<file path="config.mk">
export PLATFORM = sky130hd
export DESIGN_NAME = uart_receive
export DESIGN_NICKNAME = d
export VERILOG_FILES = /design/src/rtl/uart_pkg.sv /design/src/rtl/uart_rx_sync.sv /design/src/rtl/uart_receive.sv
export SDC_FILE = /design/constraint.sdc
export NUM_CORES = 1
export LEC_CHECK = 0
export CAP_MARGIN = 15
export CORE_MARGIN = 4
export CORE_UTILIZATION = 62
export CTS_CLUSTER_DIAMETER = 50
export CTS_CLUSTER_SIZE = 28
export DETAILED_ROUTE_END_ITERATION = 10
export DONT_BUFFER_PORTS = 1
export GPL_TIMING_DRIVEN = 0
export PLACE_DENSITY = 0.78
export SYNTH_ARGS = -nofsm -noshare
export SYNTH_HDL_FRONTEND = slang
export SYNTH_SLANG_ARGS = --single-unit
</file>
<file path="constraint.sdc">
create_clock -name CLK -period 2.25 [get_ports CLK]
set_clock_uncertainty 0.15 [all_clocks]
set_input_delay 0.45 -clock CLK [delete_from_list [all_inputs] [get_ports CLK]]
set_output_delay 0.45 -clock CLK [all_outputs]
set_load 0.03 [all_outputs]
</file>
<file path="src/rtl/uart_pkg.sv">
// Shared UART definitions: receiver FSM state encoding and bit-period arithmetic,
// so the transmitter and receiver agree on the same clocks-per-bit value.
package uart_pkg;

    typedef enum logic [2:0] {
        ST_IDLE,
        ST_START,
        ST_DATA,
        ST_STOP,
        ST_BREAK
    } uart_state_e;

    function automatic int unsigned calc_c_bit(input int unsigned clk_frq, input int unsigned baud);
        return clk_frq / baud;
    endfunction

    function automatic int unsigned calc_c_half(input int unsigned clk_frq, input int unsigned baud);
        return calc_c_bit(clk_frq, baud) / 2;
    endfunction

endpackage

</file>
<file path="src/rtl/uart_rx_sync.sv">
// Two-flop synchronizer for the serial line. With UART_RX_MAJORITY_EN defined it also keeps
// a short history of the synchronized line and presents the 2-of-3 vote as the sample.
module uart_rx_sync (
    input  logic CLK,
    input  logic RESET,
    input  logic rx_i,
    output logic rx_s_o,
    output logic smp_o
);
    logic meta_q;
    logic rx_s_q;

    // NOTE: both flops reset to 1 (idle line) so leaving reset never looks like a start bit.
    always_ff @(posedge CLK or negedge RESET) begin
        if (!RESET) begin
            meta_q <= 1'b1;
            rx_s_q <= 1'b1;
        end else begin
            meta_q <= rx_i;
            rx_s_q <= meta_q;
        end
    end

    assign rx_s_o = rx_s_q;

`ifdef UART_RX_MAJORITY_EN
    // Taps are rx_s now, one and two clocks ago: the window T-1..T+1 seen at T+1.
    logic [1:0] hist_q;

    always_ff @(posedge CLK or negedge RESET) begin
        if (!RESET) begin
            hist_q <= 2'b11;
        end else begin
            hist_q <= {hist_q[0], rx_s_q};
        end
    end

    assign smp_o = (rx_s_q & hist_q[0]) | (rx_s_q & hist_q[1]) | (hist_q[0] & hist_q[1]);
`else
    assign smp_o = rx_s_q;
`endif

endmodule

</file>
<file path="src/rtl/uart_receive.sv">
// 8N1 UART receiver with mid-bit sampling, framing-error and line-break handling.
// Optional macro UART_RX_MAJORITY_EN selects 2-of-3 majority sampling.
module uart_receive
    import uart_pkg::*;
#(
    parameter int unsigned P_CLK_FRQ = 48_000_000,
    parameter int unsigned P_BAURATE = 9600
) (
    input  logic       CLK,
    input  logic       RESET,
    input  logic       UART_RX,
    output logic [7:0] DATA,
    output logic       DATA_VLD,
    output logic       FRAME_ERR,
    output logic       BUSY
);
    localparam int unsigned C_BIT  = calc_c_bit(P_CLK_FRQ, P_BAURATE);
    localparam int unsigned C_HALF = calc_c_half(P_CLK_FRQ, P_BAURATE);

    if (C_BIT < 4 || C_BIT > 65535) begin : g_bad_c_bit
        $error("uart_receive: clocks per bit must be within 4..65535");
    end

`ifdef UART_RX_MAJORITY_EN
    localparam int unsigned C_DLY = 1;
`else
    localparam int unsigned C_DLY = 0;
`endif

    // Voting decides one clock late; reloading the counter with C_DLY keeps the bit cadence.
    localparam logic [15:0] C_START_AT = 16'(C_HALF - 1 + C_DLY);
    localparam logic [15:0] C_BIT_AT   = 16'(C_BIT - 1 + C_DLY);
    localparam logic [15:0] C_RELOAD   = 16'(C_DLY);

    logic rx_s;
    logic rx_smp;

    uart_rx_sync u_sync (
        .CLK    (CLK),
        .RESET  (RESET),
        .rx_i   (UART_RX),
        .rx_s_o (rx_s),
        .smp_o  (rx_smp)
    );

    uart_state_e state_q;
    logic [15:0] cnt_q;
    logic [2:0]  idx_q;
    logic [7:0]  shift_q;
    logic [7:0]  data_q;
    logic        vld_q;
    logic        err_q;

    always_ff @(posedge CLK or negedge RESET) begin
        if (!RESET) begin
            state_q <= ST_IDLE;
            cnt_q   <= '0;
            idx_q   <= '0;
            shift_q <= '0;
            data_q  <= '0;
            vld_q   <= 1'b0;
            err_q   <= 1'b0;
        end else begin
            vld_q <= 1'b0;
            err_q <= 1'b0;
            cnt_q <= cnt_q + 16'd1;
            case (state_q)
                ST_IDLE: begin
                    cnt_q <= '0;
                    if (!rx_s) state_q <= ST_START;
                end
                ST_START: begin
                    if (cnt_q == C_START_AT) begin
                        cnt_q   <= C_RELOAD;
                        idx_q   <= '0;
                        state_q <= rx_smp ? ST_IDLE : ST_DATA;
                    end
                end
                ST_DATA: begin
                    if (cnt_q == C_BIT_AT) begin
                        cnt_q          <= C_RELOAD;
                        shift_q[idx_q] <= rx_smp;
                        idx_q          <= idx_q + 3'd1;
                        if (idx_q == 3'd7) state_q <= ST_STOP;
                    end
                end
                ST_STOP: begin
                    if (cnt_q == C_BIT_AT) begin
                        cnt_q <= C_RELOAD;
                        if (rx_smp) begin
                            data_q  <= shift_q;
                            vld_q   <= 1'b1;
                            state_q <= ST_IDLE;
                        end else begin
                            err_q   <= 1'b1;
                            state_q <= ST_BREAK;
                        end
                    end
                end
                ST_BREAK: begin
                    // A held-low line must go idle before the next start bit can be trusted.
                    cnt_q <= '0;
                    if (rx_s) state_q <= ST_IDLE;
                end
                default: state_q <= ST_IDLE;
            endcase
        end
    end

    assign DATA      = data_q;
    assign DATA_VLD  = vld_q;
    assign FRAME_ERR = err_q;
    assign BUSY      = (state_q != ST_IDLE);

endmodule

</file>
==> Yosys cells after proc, flatten, opt, wreduce, memory -nomap -nowiden <==
Index checks and enable logic that the tools add are counted.
{ "totals": {"register_bits": 42, "in_bits": 3, "output_inout_bits": 11, "wordCells": 60} }
{ "classes": {"n_addsub": 2, "order_cmp": 2, "eq_ne": 13, "n_mux": 24, "reduce_logical": 10} }
{ "op_table": {"columns": ["op", "count"], "rows": [
  ["$pmux W16 S3", 1],
  ["$mux W16", 2],
  ["$mux W3", 9],
  ["$add A16 B1 Y16 const B", 1],
  ["$eq A16 B12 Y1 const B", 1],
  ["$eq A16 B13 Y1 const B", 1],
  ["$pmux W3 S5", 1],
  ["$ne A2 B2 Y1 const B", 5],
  ["$bwmux W8", 1],
  ["$mux W1", 7],
  ["$eq A3 B2 Y1 const B", 2],
  ["$eq A3 B3 Y1 const B", 2],
  ["$pmux W3 S2", 1],
  ["$reduce_and A3 Y1", 2],
  ["$reduce_and A6 Y1", 1],
  ["$lt A3 B4 Y1 const B", 1],
  ["$reduce_or A2 Y1", 2],
  ["$add A3 B1 Y3 const B", 1],
  ["$demux W1 S3", 1],
  ["$eq A3 B1 Y1 const B", 1],
  ["$ge A3 B1 Y1 const B", 1],
  ["$logic_not A3 Y1", 1],
  ["$reduce_bool A3 Y1", 1],
  ["$mux W2", 1],
  ["4 further kinds", 4]
]} }

==> Depth between registers and ports, before layout <==
{ "depth": {"depth_word": 5, "mapped_depth": 6, "mapped_depth_nobuf": 5} }

==> By module <==
Synthesis repeated with hierarchy kept, for this count alone.
{ "unflattened": {"hier_cells": 162, "area_unflattened_um2": 2005.7} }
{ "modules_own_cells": {"columns": ["module", "instances", "cells_per_inst", "area_each_um2", "seq_area_each_um2"], "rows": [
  ["uart_receive", 1, 159, 1945.6, 1001.0],
  ["uart_rx_sync", 1, 3, 60.1, 52.6]
]} }

==> Worst setup path before layout <==
Ideal clock, no wire load.
{ "synth_timing": {"kind": "reg2reg", "startpoint": "reg cnt_q[0]", "endpoint": "reg data_q[0], in the netlist DATA[0]", "setup_ps": 125, "arrival_ps": 1739, "required_ps": 1975, "slack_ps": 236, "path_stages_with_launch": 6, "path_buffers": 0, "synth_period_minus_slack_ps": 2014, "cell_sequence": "dfrtp_1 -> ha_1 -> and4b_1 -> nand4_4 -> nor3_4 -> mux2_2"} }
{ "synth_via": {"elab_chain_len": 2} }
{ "synth_rtl": {"columns": ["element", "line_no", "source"], "rows": [
  ["from (decl)", "uart_receive.sv:47", "logic [15:0] cnt_q;"],
  ["from (signal assigned)", "uart_receive.sv:66", "cnt_q <= cnt_q + 16'd1;"],
  ["$eq A16 B13 Y1", "uart_receive.sv:88", "if (cnt_q == C_BIT_AT) begin"],
  ["$reduce_and A3 Y1 (no line)", null, null],
  ["to (signal assigned)", "uart_receive.sv:91", "data_q <= shift_q;"],
  ["to (decl)", "uart_receive.sv:50", "logic [7:0] data_q;"]
]} }
Every way passes these cells.
A chain may end at the register's enable or synchronous reset.

==> Final worst setup path <==
{ "layout_timing": {"startpoint": "reg cnt_q[1]", "endpoint": "reg shift_q[6]"} }
{ "layout_via": {"elab_chain_len": 2} }
{ "layout_rtl": {"columns": ["element", "line_no", "source"], "rows": [
  ["$eq A16 B13 Y1", "uart_receive.sv:80", "if (cnt_q == C_BIT_AT) begin"],
  ["$reduce_and A2 Y1 (no line)", null, null],
  ["to (signal, indexed assignment)", "uart_receive.sv:82", "shift_q[idx_q] <= rx_smp;"],
  ["to (decl)", "uart_receive.sv:49", "logic [7:0] shift_q;"]
]} }
Every way passes these cells.

==> metrics.md <==
| Metric | Value |
|---|---|
| Status | complete, no violations |
| CTS Buf Count | 5 |
| Worst Path Required | 2.37 ns |
| Worst min path class | register to register |
| Cell count after synthesis | 179 |
| Cells after DPL | 223 |
| Most used DFF post-synth | dfrtp_1 |
| Antenna violations before repair | 0 |
| CP max-delay cell | dfrtp_1 |
| Final Hold Viols | 0 |
| Period utilization | 95.1% |
| Die area | 4270 um^2 |
| Reg area | 1050 um^2 |
| WS Path Type | register to register |
| Post-synth EDFFs | 0 |
| Max Slew Vio Count | 0 |
| Post-route ant nets | 0 |
| Combinational share of power | 2.0% |
| First-pass iteration count of the detailed router | 4 |
| Worst hold slack | 0.212 ns |
| Layout cell share with drive strength beyond 1 | 22.7% |
| Die width | 65.4 um |
| Final nets | 199 |
| Finished Layout Cells | 238 |
| Min Tclk post-route | 2.14 ns |
| Synth Cell Area | 2040 um^2 |
| H-Tree Depth | 2 |
| CTS Buffer Depth | 2 |
| Largest net degree at the start of global routing | 43 |
| Detailed Route Iter0 Violations | 153 |
| Seq cells post-synth | 42 |
| Peak supply drop | 0.460 mV |
| Final Setup Violations | 0 |
| # diodes | 0 |
| Final WL | 4180 um |
| Sequential-to-total area share from yosys stat | 51.7% |
| Crit start category | register |
| PD cells | 561 nW/um^2 |
| Most frequent cells in the layout | dfrtp_1, mux2_2, a21oi_1 |
| Initial Util | 65.7% |
| Asr flop ratio synth | 100% |
| Detail Placement HPWL | 2690 um |
| Setup crit end kind | register |
| Root Driver | clkbuf_4 |
| Switching power total | 0.000275 W |
| Worst Path Max Fanout | 5 |
| CP arrival | 2.26 ns |
| Global-route wire length before repair | 7110 um |
| Routed length per instance | 17.6 um |
| Area Overhead vs Synth | 11.3% |
| Internal | 0.000999 W |
| Commonest non-fill, non-tap cell in the layout | dfrtp_1 |
| CTS tree | built |
| TritonCTS Sinks | 42 |
| Via count | 1478 |
| Final Util | 73.2% |
| Vias in the first global route | 1471 |
| Vias/cell | 6.21 |
| Fillers | 241 |
| # IOs | 14 |
| Max incr delay on CP | 0.40 ns |
| Die Height | 65.4 um |
| Sequential power share | 59.5% |
| Leakage power | 1.03 nW |
| Synth cell types | 42 |
| Warning count from the yosys run | 0 |
| RePlAce Congestion | 0.862 |
| Total negative slack | 0 ns |
| RSZ-0062 raised after global routing | no |
| Net Sw Frac | 21.6% |
| GRT Util Overall | 21.9% |
| Max Cap Viol | 0 |
| Clock power frac | 38.5% |
| Buffers on Ports | 0 |
| Remaining global-route overflow | 0 |
| FMAX | 467 MHz |
| Register clock-pin slew on the reported worst setup and hold paths | 0.14 ns |
| Crit-path cells | ha_2 > and4b_2 > nand4_4 > nor4_1 > mux2_2 |
| Area of the multi-input gates | 973 um^2 |
| DRC | 0 |
| Max_slew headroom | 74.7% |
| Cell Rows | 20 |
| Syn Nets | 185 |
| Area of the core | 3100 um^2 |
| Mean Syn Cell Area | 11.4 um^2 |
| Clk_lat worst skew | 0.36 ns |
| Worst slew pin tran | 0.379 ns |
-- cell families after synthesis --
group           after synthesis  share of synthesized area (%)
compound gates               34                           10.4
xor+xnor                     10                           4.29
fa+ha+maj                     3                           1.84
buf+inv                      11                           2.33
flops                        42                           51.7
mux                          16                           8.83
simple gates                 63                           20.7
-- power by group through the flow --
| stage | logic [W] | clock network, W | registers, W |
|---|---|---|---|
| after global placement | 0.00000456 | 0 | 0.000773 |
| after CTS | 0.0000268 | 0.000491 | 0.000758 |
| final | 0.0000257 | 0.000490 | 0.000758 |
| after detailed placement | 0.00000465 | 0 | 0.000773 |
| after floorplan | 0.00000352 | 0 | 0.000773 |
| after global routing | 0.0000301 | 0.000525 | 0.000759 |
-- cells in the mapped netlist, drive strengths merged, types with 4 or more instances --
cell | count | share of area [%]
dfrtp | 40 | 49
mux2 | 16 | 8.8
a21oi | 14 | 3.6
nand4 | 10 | 3.8
nand2 | 9 | 1.7
nand3 | 8 | 2.0
buf | 5 | 1.2
nor3 | 5 | 2.0
nor4 | 5 | 1.5
o21ai | 5 | 1.2
xnor2 | 5 | 2.1
xor2 | 5 | 2.1
inv | 4 | 0.74
nor2 | 4 | 0.74
-- sequential cells by signal, summed over array words and instances (netlist names) --
name           cells
cnt_q             16
DATA               8
shift_q            8
idx_q              3
state_q            3
DATA_VLD           1
FRAME_ERR          1
u_sync.meta_q      1
u_sync.rx_s_o      1
-- what timing repair did --
item,CTS,global route
endpoints found under the setup margin,18,23
setup buffers,2,1
cloned,0,1
endpoints found under the hold margin,43,0
pin swaps,1,3
hold buffers,3,0
resized for setup,2,3
-- worst paths after layout --
path / to / slack [ns] / start / depth (start not counted)
max: shift_q[6] / 0.11 / cnt_q[1] / 5
min: u_sync.rx_s_o / 0.21 / u_sync.meta_q / 0
min reg2reg: u_sync.rx_s_o / 0.21 / u_sync.meta_q / 0
min in group asynchronous: state_q[0] / 0.39 / RESET / 2
max reg2reg: shift_q[6] / 0.11 / cnt_q[1] / 5
max in group asynchronous: u_sync.meta_q / 1.29 / RESET / 2
-- critical path: cells and delay by family (launching register included) --
family	cells	cell delay [ns]
and+or+nand+nor	3	0.86
adders and majority gates	1	0.26
DFF	1	0.40
muxes	1	0.38
-- final cells by class --
class | count | area share (%)
Clock inverter | 2 | 1.65
Inverter | 4 | 0.661
Multi-Input combinational cell | 127 | 42.9
Tap cell | 44 | 2.42
Sequential cell | 42 | 46.4
Buffer | 7 | 1.43
Timing Repair Buffer | 6 | 2.75
Clock buffer | 6 | 1.82
-- per-stage QoR --
step / worst slack, ns / instance area [um^2] / total power [W]
6_report: 0.110 / 2270 / 0.00127
5_1_grt: 0.00272 / 2270 / 0.00131
4_1_cts: 0.00686 / 2240 / 0.00128
3_5_place_dp: -0.122 / 2090 / 0.000778
3_3_place_gp: 0.0175 / 2090 / 0.000777
2_1_floorplan: 0.236 / 2040 / 0.000776
-- routing by layer --
metal  vias to the layer above  global-route usage, %  wire length, um
li1                        693                      -                -
met1                       736                   30.2             1920
met2                        43                   33.2             1990
met3                         6                   5.13              205
met4                         0                   9.07               64
met5                         -                      0                0
No activity file was read; power rests on OpenSTA's default activity.
